`src/rtl/div_unit_pkg.sv`:
```
// Shared definitions for the mult/div unit: controller state encoding,
// default datapath width and the most negative operand value.
package div_unit_pkg;

  localparam int WIDTH_DEF = 32;

  localparam logic [WIDTH_DEF-1:0] INT_MIN = 32'h8000_0000;

  typedef logic [1:0] state_t;

  localparam state_t ST_IDLE = 2'd0;
  localparam state_t ST_RUN  = 2'd1;
  localparam state_t ST_FIX  = 2'd2;
  localparam state_t ST_DONE = 2'd3;

endpackage

```
`src/rtl/div_unit_if.sv`:
```
// Start/ready handshake and operand/result bus shared by the divider and the
// Booth multiplier. The processor's stall logic sits on the master side.
interface div_unit_if #(
  parameter int WIDTH = 32
);

  logic                    ctrl_DIV;
  logic signed [WIDTH-1:0] data_operandA;
  logic signed [WIDTH-1:0] data_operandB;
  logic signed [WIDTH-1:0] data_result;
  logic signed [WIDTH-1:0] data_remainder;
  logic                    data_exception;
  logic                    data_resultRDY;
  logic                    busy;

  modport master (
    output ctrl_DIV, data_operandA, data_operandB,
    input  data_result, data_remainder, data_exception, data_resultRDY, busy
  );

  modport slave (
    input  ctrl_DIV, data_operandA, data_operandB,
    output data_result, data_remainder, data_exception, data_resultRDY, busy
  );

endinterface

```
`src/rtl/div_unit_step.sv`:
```
// One restoring shift-subtract iteration on unsigned magnitudes: shift the
// next dividend bit into the partial remainder and subtract the divisor.
module div_step #(
  parameter int WIDTH = 32
) (
  input  logic [WIDTH-1:0] rem,
  input  logic             q_msb,
  input  logic [WIDTH-1:0] divisor,
  output logic [WIDTH-1:0] rem_next,
  output logic             q_bit
);

  // rem < divisor <= 2^(WIDTH-1), so a WIDTH+1 bit trial never overflows.
  logic [WIDTH:0] trial;

  assign trial    = {rem, q_msb} - {1'b0, divisor};
  assign q_bit    = ~trial[WIDTH];
  assign rem_next = q_bit ? trial[WIDTH-1:0] : {rem[WIDTH-2:0], q_msb};

endmodule

```
`src/rtl/div_unit.sv`:
```
// Multi-cycle signed divider: restoring division on magnitudes, one quotient
// bit per clock, followed by a single sign-fix cycle.
module div_unit
  import div_unit_pkg::*;
#(
  parameter int WIDTH = WIDTH_DEF,
  parameter int CNT_W = 6
) (
  input  logic       clock,
  input  logic       reset,
  div_unit_if.slave  bus
);

  state_t             state_q, state_d;
  logic [CNT_W-1:0]   cnt_q, cnt_d;
  logic [WIDTH-1:0]   quo_q, quo_d;
  logic [WIDTH-1:0]   rem_q, rem_d;
  logic [WIDTH-1:0]   dvs_q, dvs_d;
  logic               sign_quo_q, sign_quo_d;
  logic               sign_rem_q, sign_rem_d;
  logic [WIDTH-1:0]   result_q, result_d;
  logic [WIDTH-1:0]   remainder_q, remainder_d;
  logic               exc_q, exc_d;
  logic               rdy_q, rdy_d;
  logic               busy_q, busy_d;

  logic [WIDTH-1:0]   step_rem;
  logic               step_qbit;

  function automatic logic [WIDTH-1:0] fix_sign(input logic [WIDTH-1:0] mag,
                                                input logic neg);
    return neg ? (WIDTH'(0) - mag) : mag;
  endfunction

  // INT_MIN maps onto its own bit pattern, read back as an unsigned magnitude.
  function automatic logic [WIDTH-1:0] magnitude(input logic [WIDTH-1:0] v);
    return fix_sign(v, v[WIDTH-1]);
  endfunction

  div_step #(.WIDTH(WIDTH)) u_step (
    .rem      (rem_q),
    .q_msb    (quo_q[WIDTH-1]),
    .divisor  (dvs_q),
    .rem_next (step_rem),
    .q_bit    (step_qbit)
  );

  always_comb begin
    state_d     = state_q;
    cnt_d       = cnt_q;
    quo_d       = quo_q;
    rem_d       = rem_q;
    dvs_d       = dvs_q;
    sign_quo_d  = sign_quo_q;
    sign_rem_d  = sign_rem_q;
    result_d    = result_q;
    remainder_d = remainder_q;
    exc_d       = exc_q;
    rdy_d       = 1'b0;
    busy_d      = busy_q;

    case (state_q)
      ST_RUN: begin
        rem_d = step_rem;
        quo_d = {quo_q[WIDTH-2:0], step_qbit};
        cnt_d = cnt_q + CNT_W'(1);
        if (cnt_q == CNT_W'(WIDTH - 1)) state_d = ST_FIX;
      end
      ST_FIX: begin
        result_d    = fix_sign(quo_q, sign_quo_q);
        remainder_d = fix_sign(rem_q, sign_rem_q);
        rdy_d       = 1'b1;
        busy_d      = 1'b0;
        state_d     = ST_IDLE;
      end
      ST_DONE: begin
        // A restart on this edge aborts the divide-by-zero report entirely.
        if (!bus.ctrl_DIV) begin
          result_d    = '0;
          remainder_d = fix_sign(quo_q, sign_rem_q);
          exc_d       = 1'b1;
          rdy_d       = 1'b1;
          busy_d      = 1'b0;
          state_d     = ST_IDLE;
        end
      end
      default: ;
    endcase

    // A start wins over any in-flight work; a FIX completion on the same edge still reports.
    if (bus.ctrl_DIV) begin
      quo_d      = magnitude(bus.data_operandA);
      rem_d      = '0;
      dvs_d      = magnitude(bus.data_operandB);
      sign_quo_d = bus.data_operandA[WIDTH-1] ^ bus.data_operandB[WIDTH-1];
      sign_rem_d = bus.data_operandA[WIDTH-1];
      cnt_d      = '0;
      exc_d      = 1'b0;
      busy_d     = 1'b1;
      state_d    = (bus.data_operandB == '0) ? ST_DONE : ST_RUN;
    end
  end

  always_ff @(posedge clock or posedge reset) begin
    if (reset) begin
      state_q     <= ST_IDLE;
      cnt_q       <= '0;
      quo_q       <= '0;
      rem_q       <= '0;
      dvs_q       <= '0;
      sign_quo_q  <= 1'b0;
      sign_rem_q  <= 1'b0;
      result_q    <= '0;
      remainder_q <= '0;
      exc_q       <= 1'b0;
      rdy_q       <= 1'b0;
      busy_q      <= 1'b0;
    end else begin
      state_q     <= state_d;
      cnt_q       <= cnt_d;
      quo_q       <= quo_d;
      rem_q       <= rem_d;
      dvs_q       <= dvs_d;
      sign_quo_q  <= sign_quo_d;
      sign_rem_q  <= sign_rem_d;
      result_q    <= result_d;
      remainder_q <= remainder_d;
      exc_q       <= exc_d;
      rdy_q       <= rdy_d;
      busy_q      <= busy_d;
    end
  end

  assign bus.data_result    = result_q;
  assign bus.data_remainder = remainder_q;
  assign bus.data_exception = exc_q;
  assign bus.data_resultRDY = rdy_q;
  assign bus.busy           = busy_q;

endmodule

```
`src/flat_wrapper.sv`:
```
// flat-port wrapper written by rule: the top's interface ports become plain ports
module div_unit_flat import div_unit_pkg::*;
#(
  parameter int WIDTH = WIDTH_DEF,
  parameter int CNT_W = 6
)
  (clock, reset, bus_ctrl_DIV, bus_data_operandA, bus_data_operandB, bus_data_result, bus_data_remainder, bus_data_exception, bus_data_resultRDY, bus_busy);
  div_unit_if #(.WIDTH(WIDTH)) bus_i ();
  input  logic clock;
  input  logic reset;
  input wire logic [$bits(bus_i.ctrl_DIV)-1:0] bus_ctrl_DIV;
  input wire logic [$bits(bus_i.data_operandA)-1:0] bus_data_operandA;
  input wire logic [$bits(bus_i.data_operandB)-1:0] bus_data_operandB;
  output wire logic [$bits(bus_i.data_result)-1:0] bus_data_result;
  output wire logic [$bits(bus_i.data_remainder)-1:0] bus_data_remainder;
  output wire logic [$bits(bus_i.data_exception)-1:0] bus_data_exception;
  output wire logic [$bits(bus_i.data_resultRDY)-1:0] bus_data_resultRDY;
  output wire logic [$bits(bus_i.busy)-1:0] bus_busy;
  assign bus_i.ctrl_DIV = bus_ctrl_DIV;
  assign bus_i.data_operandA = bus_data_operandA;
  assign bus_i.data_operandB = bus_data_operandB;
  assign bus_data_result = bus_i.data_result;
  assign bus_data_remainder = bus_i.data_remainder;
  assign bus_data_exception = bus_i.data_exception;
  assign bus_data_resultRDY = bus_i.data_resultRDY;
  assign bus_busy = bus_i.busy;
  div_unit #(.WIDTH(WIDTH), .CNT_W(CNT_W)) u_core (.clock(clock), .reset(reset), .bus(bus_i));
endmodule
```
`config.mk`:
```
export PLATFORM = sky130hd
export DESIGN_NAME = div_unit_flat
export DESIGN_NICKNAME = d
export VERILOG_FILES = /design/src/rtl/div_unit_pkg.sv /design/src/rtl/div_unit_if.sv /design/src/rtl/div_unit_step.sv /design/src/rtl/div_unit.sv /design/src/flat_wrapper.sv
export SDC_FILE = /design/constraint.sdc
export NUM_CORES = 1
export LEC_CHECK = 0
export BUFFER_PORTS_ARGS = -buffer_cell sky130_fd_sc_hd__buf_2
export CORE_AREA = 5 5 160 162
export DETAILED_ROUTE_END_ITERATION = 6
export DIE_AREA = 0 0 165 167
export PLACE_DENSITY = 0.69
export SETUP_SLACK_MARGIN = 0.15
export SYNTH_ARGS = -nofsm -noshare
export SYNTH_HDL_FRONTEND = slang
export SYNTH_SLANG_ARGS = --single-unit
```
`constraint.sdc`:
```
create_clock -name clock -period 7 [get_ports clock]
set_input_delay 0 -clock clock [delete_from_list [all_inputs] [get_ports clock]]
set_output_delay 0 -clock clock [all_outputs]
set_load 0.005 [all_outputs]
```
==> flow_summary.ini, run 1 <==
[die]
die_x_um = 165
num_rows = 57
die_y_um = 167
io_pins = 134
start_util = 0.4944
coreArea_um2 = 23960
die_area_um2 = 27560

[clock_tree]
htree_levels = 4
cts.root.buffer_cell = clkbuf_16
clockBufferDepth = 2
postCtsResizedCells = 0
numCtsBuffers = 17
clk_pin_slew_worst_paths_ns = 0.07
hold_buffers = 66
post_cts_buffers = 0
clock_latency_ns = 0.43
cts.sinks = 173
cts_tree = done

[logic_synthesis]
ys_seq_area_frac = 0.3654
synth.avg_cell_area_um2 = 8.523
synthCells = 1390
synth_seq_cells = 173
syn_nets = 1495
yosysUniqueCellTypes = 63
synth_warnings = 0
synthFlopType = dfrtp_1
synth_edf_count = 0
async_reset_ff_frac = 1.000
synth_area_um2 = 11850

[cells_and_area]
final_cell_count_no_fill = 1860
final_common_cell = nand2_1
antennaDiodeCount = 0
fill_cells = 2175
drive_above_1_share = 0.1270
final_cell_mix = nand2_1, dfrtp_1, o21ai_0
stdcell_area_um2 = 13870
nNetsFinal = 1628
area_delta_synth_final_pct = 17.07

[setup_path]
reg2reg_slack_ns = 2.69
r2r-start = u_core.quo_q[31]
required_ns = 7.31
worstPathBufferInverterCount = 2
setup.worst_path.class = flop to flop
slowest_delay_ns = 0.56
endpoint_kind = flop
slowest_stage = o31ai_1
cp-start-kind = flop
critPathTopFamily = compound AO/OA/AOI/OAI gates
path_cells = inv_1, ha_1, fa_1, nor2b_1, o31a_1, o21ai_0, o311ai_1, nand2_1, o31ai_1, xor2_4, buf_4, nor4_1, a211o_1
cp_max_fo = 28
ff2ff_path_depth = 13
r2r-end = u_core.rem_q[1]
cp.arrival_ns = 4.62

[detailed_routing]
num_vias = 10510
route.final.wire_length_um = 31750
drtIter0Drc = 691
post_drt_wl_per_cell_um = 17.07
drc = 0
ant_nets = 0
firstDrtPassIters = 5
viasPerCell = 5.651

[grt]
grt_max_degree = 97
antenna_found_initial = 0
grt_pass1_vias = 10050
grt.total_usage = 0.2287
grt_pass1_wl_um = 52050
grt_overflow = 0

[timing]
final-setup-viol-count = 0
hold_violations = 0
finalCritPeriodShare = 0.6162
tightestPinTransition_ns = 1.183
slew_headroom = 0.2114
tns_ns = 0
max_freq_ghz = 0.2318
final_max_slew_viol_count = 0
skew_ns = 0.01324
finalCriticalPeriod_ns = 4.314
rsz0062_at_grt = false

[power]
static-leakage-power_nw = 6.312
pwr_density_cell_nw_per_um2 = 291.1
ir_worst_vdd_mv = 0.1875

[hold_path]
hold_path_depth = 4
min_to = u_core.quo_q[28]
hp-class = input pin to flop
min_from = bus_data_operandA[28]

[placed_design]
gp_congestion = 0.9070
port_buffers = 133
place_inst = 1762
place_hpwl_um = 21620
dpl-instance-area_um2 = 12620

[status]
run_status = completed

[run]
drv_cap = 0
## area by class of cell
cell class,instances,area [um2],share of cell area
inverters,54,207.7,0.01498
repair buffers,206,1381,0.09959
flip-flops and latches,173,4330,0.3122
multi-input cells,1071,6952,0.5012
clock buffers,20,456.7,0.03293
clock inverters,12,136.4,0.009833
well taps,324,405.4,0.02923
## cells by family (layout without fill, tap and decap cells)
family          Yosys count  after routing  synth area share
simple gates            406            406            0.1613
compound gates          393            393            0.2019
xor+xnor                180            180            0.1331
flops                   173            173            0.3654
buf+inv                 146            292           0.05069
mux                      54             54           0.04689
fa+ha+maj                38             38           0.04076
## worst max path at each step
stage / from / slack [ns] / cells past startpoint / endpoint
after CTS: u_core.quo_q[31] / 2.69 / 13 / u_core.rem_q[1]
after global routing: u_core.quo_q[31] / 2.37 / 13 / u_core.rem_q[22]
after global placement: u_core.quo_q[31] / 2.82 / 13 / u_core.rem_q[1]
final: u_core.quo_q[31] / 2.69 / 13 / u_core.rem_q[1]
after detailed placement: u_core.quo_q[31] / 2.70 / 13 / u_core.rem_q[1]
after floorplan: reset / 2.31 / 1 / u_core.bus.busy
## synth_stat cells (all sizes together), types with 3 or more instances
| library cell | number | area [um2] |
|---|---|---|
| or4 | 16 | 131.4 |
| xor2 | 107 | 937.2 |
| o21ai | 142 | 710.7 |
| a31oi | 9 | 56.30 |
| a21oi | 97 | 485.5 |
| buf | 22 | 133.9 |
| inv | 54 | 202.7 |
| clkbuf | 70 | 264.0 |
| nor3 | 21 | 105.1 |
| nor2 | 74 | 280.3 |
| o21bai | 5 | 37.54 |
| o311ai | 3 | 26.28 |
| a22oi | 4 | 30.03 |
| o41ai | 14 | 122.6 |
| dfrtp | 173 | 4329 |
| nand2 | 182 | 685.7 |
| and3 | 11 | 68.82 |
| xnor2 | 73 | 639.4 |
| nand3 | 14 | 70.07 |
| o31ai | 38 | 299.0 |
| nand4b | 3 | 26.28 |
| o21a | 5 | 37.54 |
| o221ai | 17 | 148.9 |
| nand4 | 4 | 25.02 |
| nor4 | 8 | 50.05 |
| and2 | 4 | 25.02 |
| mux2i | 51 | 510.5 |
| a211o | 3 | 26.28 |
| ha | 37 | 462.9 |
| nor2b | 9 | 56.30 |
| or2 | 8 | 50.05 |
| a211oi | 5 | 37.54 |
| o22ai | 20 | 125.1 |
| nand2b | 18 | 112.6 |
| or3 | 28 | 175.2 |
| a21o | 16 | 120.1 |
## sequential cells by signal, summed over array words and instances (netlist names), 2 cells and up
register and cells:
u_core.quo_q 32, u_core.state_q 2, u_core.dvs_q 32, u_core.rem_q 32, u_core.cnt_q 6, u_core.bus.data_remainder 32, u_core.bus.data_result 32
## stage by stage
stage	power, mW	utilization	hold slack [ns]	setup WS, ns
after floorplan	2.727	-	0.1517	2.312
after global placement	3.004	0.5265	0.2517	2.819
after detailed placement	3.036	0.5265	0.2584	2.703
after CTS	4.037	0.5788	0.001657	2.686
after global routing	4.307	0.5788	0.03324	2.368
final	4.037	0.5788	0.01926	2.686
## power by group
part           internal [mW]  total [mW]  leakage, nW  switching (mW)
clock                  0.548       0.964        0.283           0.416
combinational          0.780        1.73         4.04           0.953
sequential              1.12        1.34         1.99           0.225
## metal layers
| layer | vias to the layer above | part of all wire | track usage |
|---|---|---|---|
| li1 | 5162 | - | - |
| met1 | 5013 | 0.47 | 0.3234 |
| met2 | 302 | 0.46 | 0.3718 |
| met3 | 34 | 0.052 | 0.03411 |
| met4 | 0 | 0.016 | 0.05063 |
| met5 | - | 0 | 0 |
## worst reg2reg max path, stage by stage (launching register included)
cell and delay [ns]:
dfrtp_1 0.32, inv_1 0.12, ha_1 0.26, fa_1 0.41, nor2b_1 0.17, o31a_1 0.18
o21ai_0 0.19, o311ai_1 0.50, nand2_1 0.21, o31ai_1 0.56, xor2_4 0.37, buf_4 0.46
nor4_1 0.12, a211o_1 0.31
(Power assumes the default switching activity.)
==> run 2: changes to the inputs <==
--- a/config.mk
+++ b/config.mk
@@ -9,7 +9,7 @@
 export CORE_AREA = 5 5 160 162
 export DETAILED_ROUTE_END_ITERATION = 6
 export DIE_AREA = 0 0 165 167
-export PLACE_DENSITY = 0.69
+export PLACE_DENSITY = 0.72
 export SETUP_SLACK_MARGIN = 0.15
 export SYNTH_ARGS = -nofsm -noshare
 export SYNTH_HDL_FRONTEND = slang
==> constraint.sdc (replaced) <==
create_clock -name clock -period 3.7 [get_ports clock]
set_input_delay 0 -clock clock [delete_from_list [all_inputs] [get_ports clock]]
set_output_delay 0 -clock clock [all_outputs]
set_load 0.005 [all_outputs]
==> flow_summary.ini, run 2 (synthesized netlist as in run 1, its figures left out) <==
[grt]
grt_max_degree = 174
antenna_found_initial = 0
grt_pass1_wl_um = 52760
grt.total_usage = 0.2329
grt_pass1_vias = 10300
grt_overflow = 0

[timing]
tightestPinTransition_ns = 1.195
tns_ns = 0
finalCriticalPeriod_ns = 3.349
max_freq_ghz = 0.2986
hold_violations = 0
rsz0062_at_grt = false
final_max_slew_viol_count = 0
slew_headroom = 0.2032
finalCritPeriodShare = 0.9052
final-setup-viol-count = 0
skew_ns = 0.008411

[detailed_routing]
drc = 0
ant_nets = 0
viasPerCell = 5.707
drtIter0Drc = 937
post_drt_wl_per_cell_um = 17.12
route.final.wire_length_um = 31990
num_vias = 10670
firstDrtPassIters = 5

[power]
ir_worst_vdd_mv = 0.3183
static-leakage-power_nw = 6.358
pwr_density_cell_nw_per_um2 = 556.5

[die]
die_x_um = 165
coreArea_um2 = 23960
start_util = 0.4944
io_pins = 134
num_rows = 57
die_y_um = 167
die_area_um2 = 27560

[cells_and_area]
fill_cells = 2110
multi_input_area_um2 = 6959
area_delta_synth_final_pct = 17.93
final-seq-area_um2 = 4330
drive_above_1_share = 0.1333
antennaDiodeCount = 0
nNetsFinal = 1637
final_cell_mix = nand2_1, dfrtp_1, o21ai_0
stdcell_area_um2 = 13970
final_cell_count_no_fill = 1869
final_common_cell = nand2_1

[run]
drv_cap = 0

[setup_path]
endpoint_kind = flop
required_ns = 3.97
cp-start-kind = flop
setup.worst_path.class = flop to flop
cp_max_fo = 10
cp.arrival_ns = 3.62

[clock_tree]
cts_tree = done
numCtsBuffers = 17
clk_pin_slew_worst_paths_ns = 0.07
clock_latency_ns = 0.44
cts.root.buffer_cell = clkbuf_16
htree_levels = 4
cts.sinks = 173
clockBufferDepth = 2

[status]
run_status = completed

[placed_design]
gp_congestion = 0.8950
place_inst = 1771
place_hpwl_um = 21940
port_buffers = 133
dpl-instance-area_um2 = 12710

[hold_path]
hp-class = input pin to flop
## run 2: cell types whose count changed in the layout (fill, tap and decap cells not counted), sizes merged, moves of 2 or more
cell	previous run	this run
buf	140	150
clkinvlp	3	5
clkbuf	20	18
inv	56	54
## run 2: final timing paths
path,from,endpoint,slack [ns],cells after the start
max,u_core.quo_q[9],u_core.bus.data_remainder[25],0.35,9
min,bus_ctrl_DIV,u_core.quo_q[15],0.11,3
max reg2reg,u_core.quo_q[9],u_core.bus.data_remainder[25],0.35,9
min reg2reg,u_core.bus.data_result[13],u_core.bus.data_result[13],0.47,2
max in group asynchronous,reset,u_core.dvs_q[30],2.59,4
min in group asynchronous,reset,u_core.quo_q[5],0.34,4
## run 2: worst max-delay path: stages, from the launching register on
cell and delay, ns:
dfrtp_1 0.49, or4_1 0.59, nor3_1 0.28, nand3_1 0.13, or3_1 0.38, or3_1 0.53, or3_1 0.38, nand2_1 0.09
xor2_1 0.19, o221ai_1 0.14
## run 2: timing repair
| action | in CTS | in global routing |
|---|---|---|
| hold buffers | 65 | 0 |
| buffers inserted | 0 | 1 |
| gates resized for setup | 0 | 2 |
| endpoints found under the hold margin | 237 | 0 |
| setup endpoints to repair | 0 | 30 |
## run 2: through the flow
| stage | utilization | hold slack [ns] | setup slack (ns) | total power, mW |
|---|---|---|---|---|
| CTS | 0.5824 | 0.1112 | 0.2083 | 7.744 |
| global route | 0.5831 | 0.1565 | 0.1677 | 8.296 |
| global placement | 0.5303 | 0.3225 | 0.3053 | 5.777 |
| floorplan | - | 0.1517 | 0.3836 | 5.159 |
| detailed placement | 0.5303 | 0.3320 | 0.2225 | 5.835 |
| finish | 0.5831 | 0.1130 | 0.3507 | 7.775 |
## run 2: area by class of cell
type / instances / area share
multi-input combinational: 1071 / 0.4981
sequential: 173 / 0.3099
timing repair buffer: 215 / 0.1053
clock buffer: 18 / 0.03072
tap: 324 / 0.02901
inverter: 54 / 0.01478
clock inverter: 14 / 0.01218
## run 2: routing by layer
metal  global-route usage  share of wire
met2               0.3723           0.47
met5                    0              0
met1               0.3282           0.45
met4              0.07052          0.019
met3              0.03262          0.058
## run 2: power by group
part	switching [mW]	total [mW]	internal (mW)
registers	0.409	2.52	2.11
clock network	0.782	1.84	1.06
logic	1.84	3.41	1.57
total	3.03	7.78	4.74
==> run 3: changes to the inputs <==
--- a/config.mk
+++ b/config.mk
@@ -10,6 +10,7 @@
 export DETAILED_ROUTE_END_ITERATION = 6
 export DIE_AREA = 0 0 165 167
 export PLACE_DENSITY = 0.72
+export REMOVE_ABC_BUFFERS = 1
 export SETUP_SLACK_MARGIN = 0.15
 export SYNTH_ARGS = -nofsm -noshare
 export SYNTH_HDL_FRONTEND = slang
==> flow_summary.ini, run 3 (synthesized netlist as in run 1, its figures left out) <==
[timing]
tns_ns = 0
tightestPinTransition_ns = 1.170
final_max_slew_viol_count = 0
holdWs_ns = 0.03655
finalCritPeriodShare = 0.9130
slew_headroom = 0.2200
worst_slack_ns = 0.3219
hold_violations = 0
final-setup-viol-count = 0
finalCriticalPeriod_ns = 3.378
max_freq_ghz = 0.2960
rsz0062_at_grt = false
skew_ns = 0.01224

[die]
die_area_um2 = 27560
coreArea_um2 = 23960
die_y_um = 167
num_rows = 57
die_x_um = 165
start_util = 0.4944
io_pins = 134

[grt]
grt_overflow = 0
antenna_found_initial = 0
grt_pass1_wl_um = 52450
grt_max_degree = 103
grt_pass1_vias = 10320
grt.total_usage = 0.2322

[power]
power_mw = 8.051
ir_worst_vdd_mv = 0.3276
static-leakage-power_nw = 6.464
pwr_density_cell_nw_per_um2 = 568.2

[cells_and_area]
drive_above_1_share = 0.1411
final_common_cell = nand2_1
nNetsFinal = 1651
final-seq-area_um2 = 4330
area_delta_synth_final_pct = 19.59
final_cell_mix = nand2_1, dfrtp_1, o21ai_0
multi_input_area_um2 = 6962
final_cell_count_no_fill = 1883
fill_cells = 2136
antennaDiodeCount = 0

[setup_path]
cp.arrival_ns = 3.69
cp_max_fo = 6
required_ns = 4.01
path_cells = ha_1, fa_2, nor2b_2, o31a_1, o21ai_1, o311ai_1, buf_4, nand2_1, o31ai_2, buf_4, xor2_4, buf_12, buf_12, nor4_1, a211o_1
slowest_delay_ns = 0.39
endpoint_kind = flop
setup.worst_path.class = flop to flop
slowest_stage = dfrtp_1
cp-start-kind = flop

[detailed_routing]
firstDrtPassIters = 5
viasPerCell = 5.648
route.final.wire_length_um = 32240
ant_nets = 0
post_drt_wl_per_cell_um = 17.12
drtIter0Drc = 1024
drc = 0
num_vias = 10640

[clock_tree]
cts.root.buffer_cell = clkbuf_16
clockBufferDepth = 2
htree_levels = 4
clk_pin_slew_worst_paths_ns = 0.06
numCtsBuffers = 17
cts_tree = done
clock_latency_ns = 0.43
cts.sinks = 173

[placed_design]
gp_congestion = 0.9316
dp_slack_ns = 0.2725
port_buffers = 133
place_inst = 1778
place_hpwl_um = 22440

[run]
drv_cap = 0

[status]
run_status = completed

[hold_path]
hp-class = input pin to flop
## run 3: cell types whose count changed in the layout (fill, tap and decap cells not counted), moves of 2 or more
cell           change
buf_4              +7
dlygate4sd3_1      +2
clkbuf_16          +2
clkinv_2           -2
## run 3: per-layer routing
layer  track usage  routed length [um]  vias up
met5             0                   0        -
met4       0.07089                 594        0
met3       0.02546                1357       40
met2        0.3801               15480      267
met1        0.3235               14810     5103
li1              -                   -     5226
## run 3: critical path: cells and delay by family (launching register included)
family                   cells  cell delay (ns)
AND/OR/NAND/NOR              3             0.26
flip-flops                   1             0.39
XOR/XNOR                     1             0.18
adder cells (fa/ha/maj)      2             0.59
AO/OA/AOI/OAI                5             1.19
buffers and inverters        4             0.62
## run 3: timing repair
action | 4_1_cts | 5_1_grt
hold buffers | 67 | 0
buffers inserted | 0 | 3
gates resized for setup | 0 | 6
endpoints found under the hold margin | 163 | 0
setup endpoints to repair | 0 | 33
## run 3: area by class of cell
type / instances / share of cell area
Inverter: 54 / 0.01466
Timing Repair Buffer: 229 / 0.1151
Clock inverter: 13 / 0.01342
Sequential cell: 173 / 0.3056
Tap cell: 324 / 0.02861
Multi-Input combinational cell: 1071 / 0.4913
Clock buffer: 19 / 0.03126
## run 3: power by group
group / leakage [nW] / internal [mW] / total (mW) / switching (mW)
registers: 1.99 / 2.11 / 2.49 / 0.380
clock network: 0.296 / 1.15 / 1.95 / 0.794
logic: 4.18 / 1.68 / 3.61 / 1.93
## run 3: path summary, 6_finish.rpt
path / from / end / slack [ns] / cells past startpoint
worst max-delay path: u_core.dvs_q[0] / u_core.rem_q[1] / 0.32 / 15
worst min-delay path: bus_data_operandB[1] / u_core.dvs_q[1] / 0.04 / 3
worst max register to register: u_core.dvs_q[0] / u_core.rem_q[1] / 0.32 / 15
worst min register to register: u_core.bus.data_remainder[1] / u_core.bus.data_remainder[1] / 0.47 / 2
max in group asynchronous: reset / u_core.state_q[0] / 2.45 / 4
min in group asynchronous: reset / u_core.bus.data_result[6] / 0.30 / 3
## run 3: stage by stage
stage	util	cell area [um2]
5_1_grt	0.5913	14170
2_1_floorplan	-	11450
4_1_cts	0.5869	14060
6_report	0.5913	14170
3_3_place_gp	0.5325	12760
3_5_place_dp	0.5325	12760
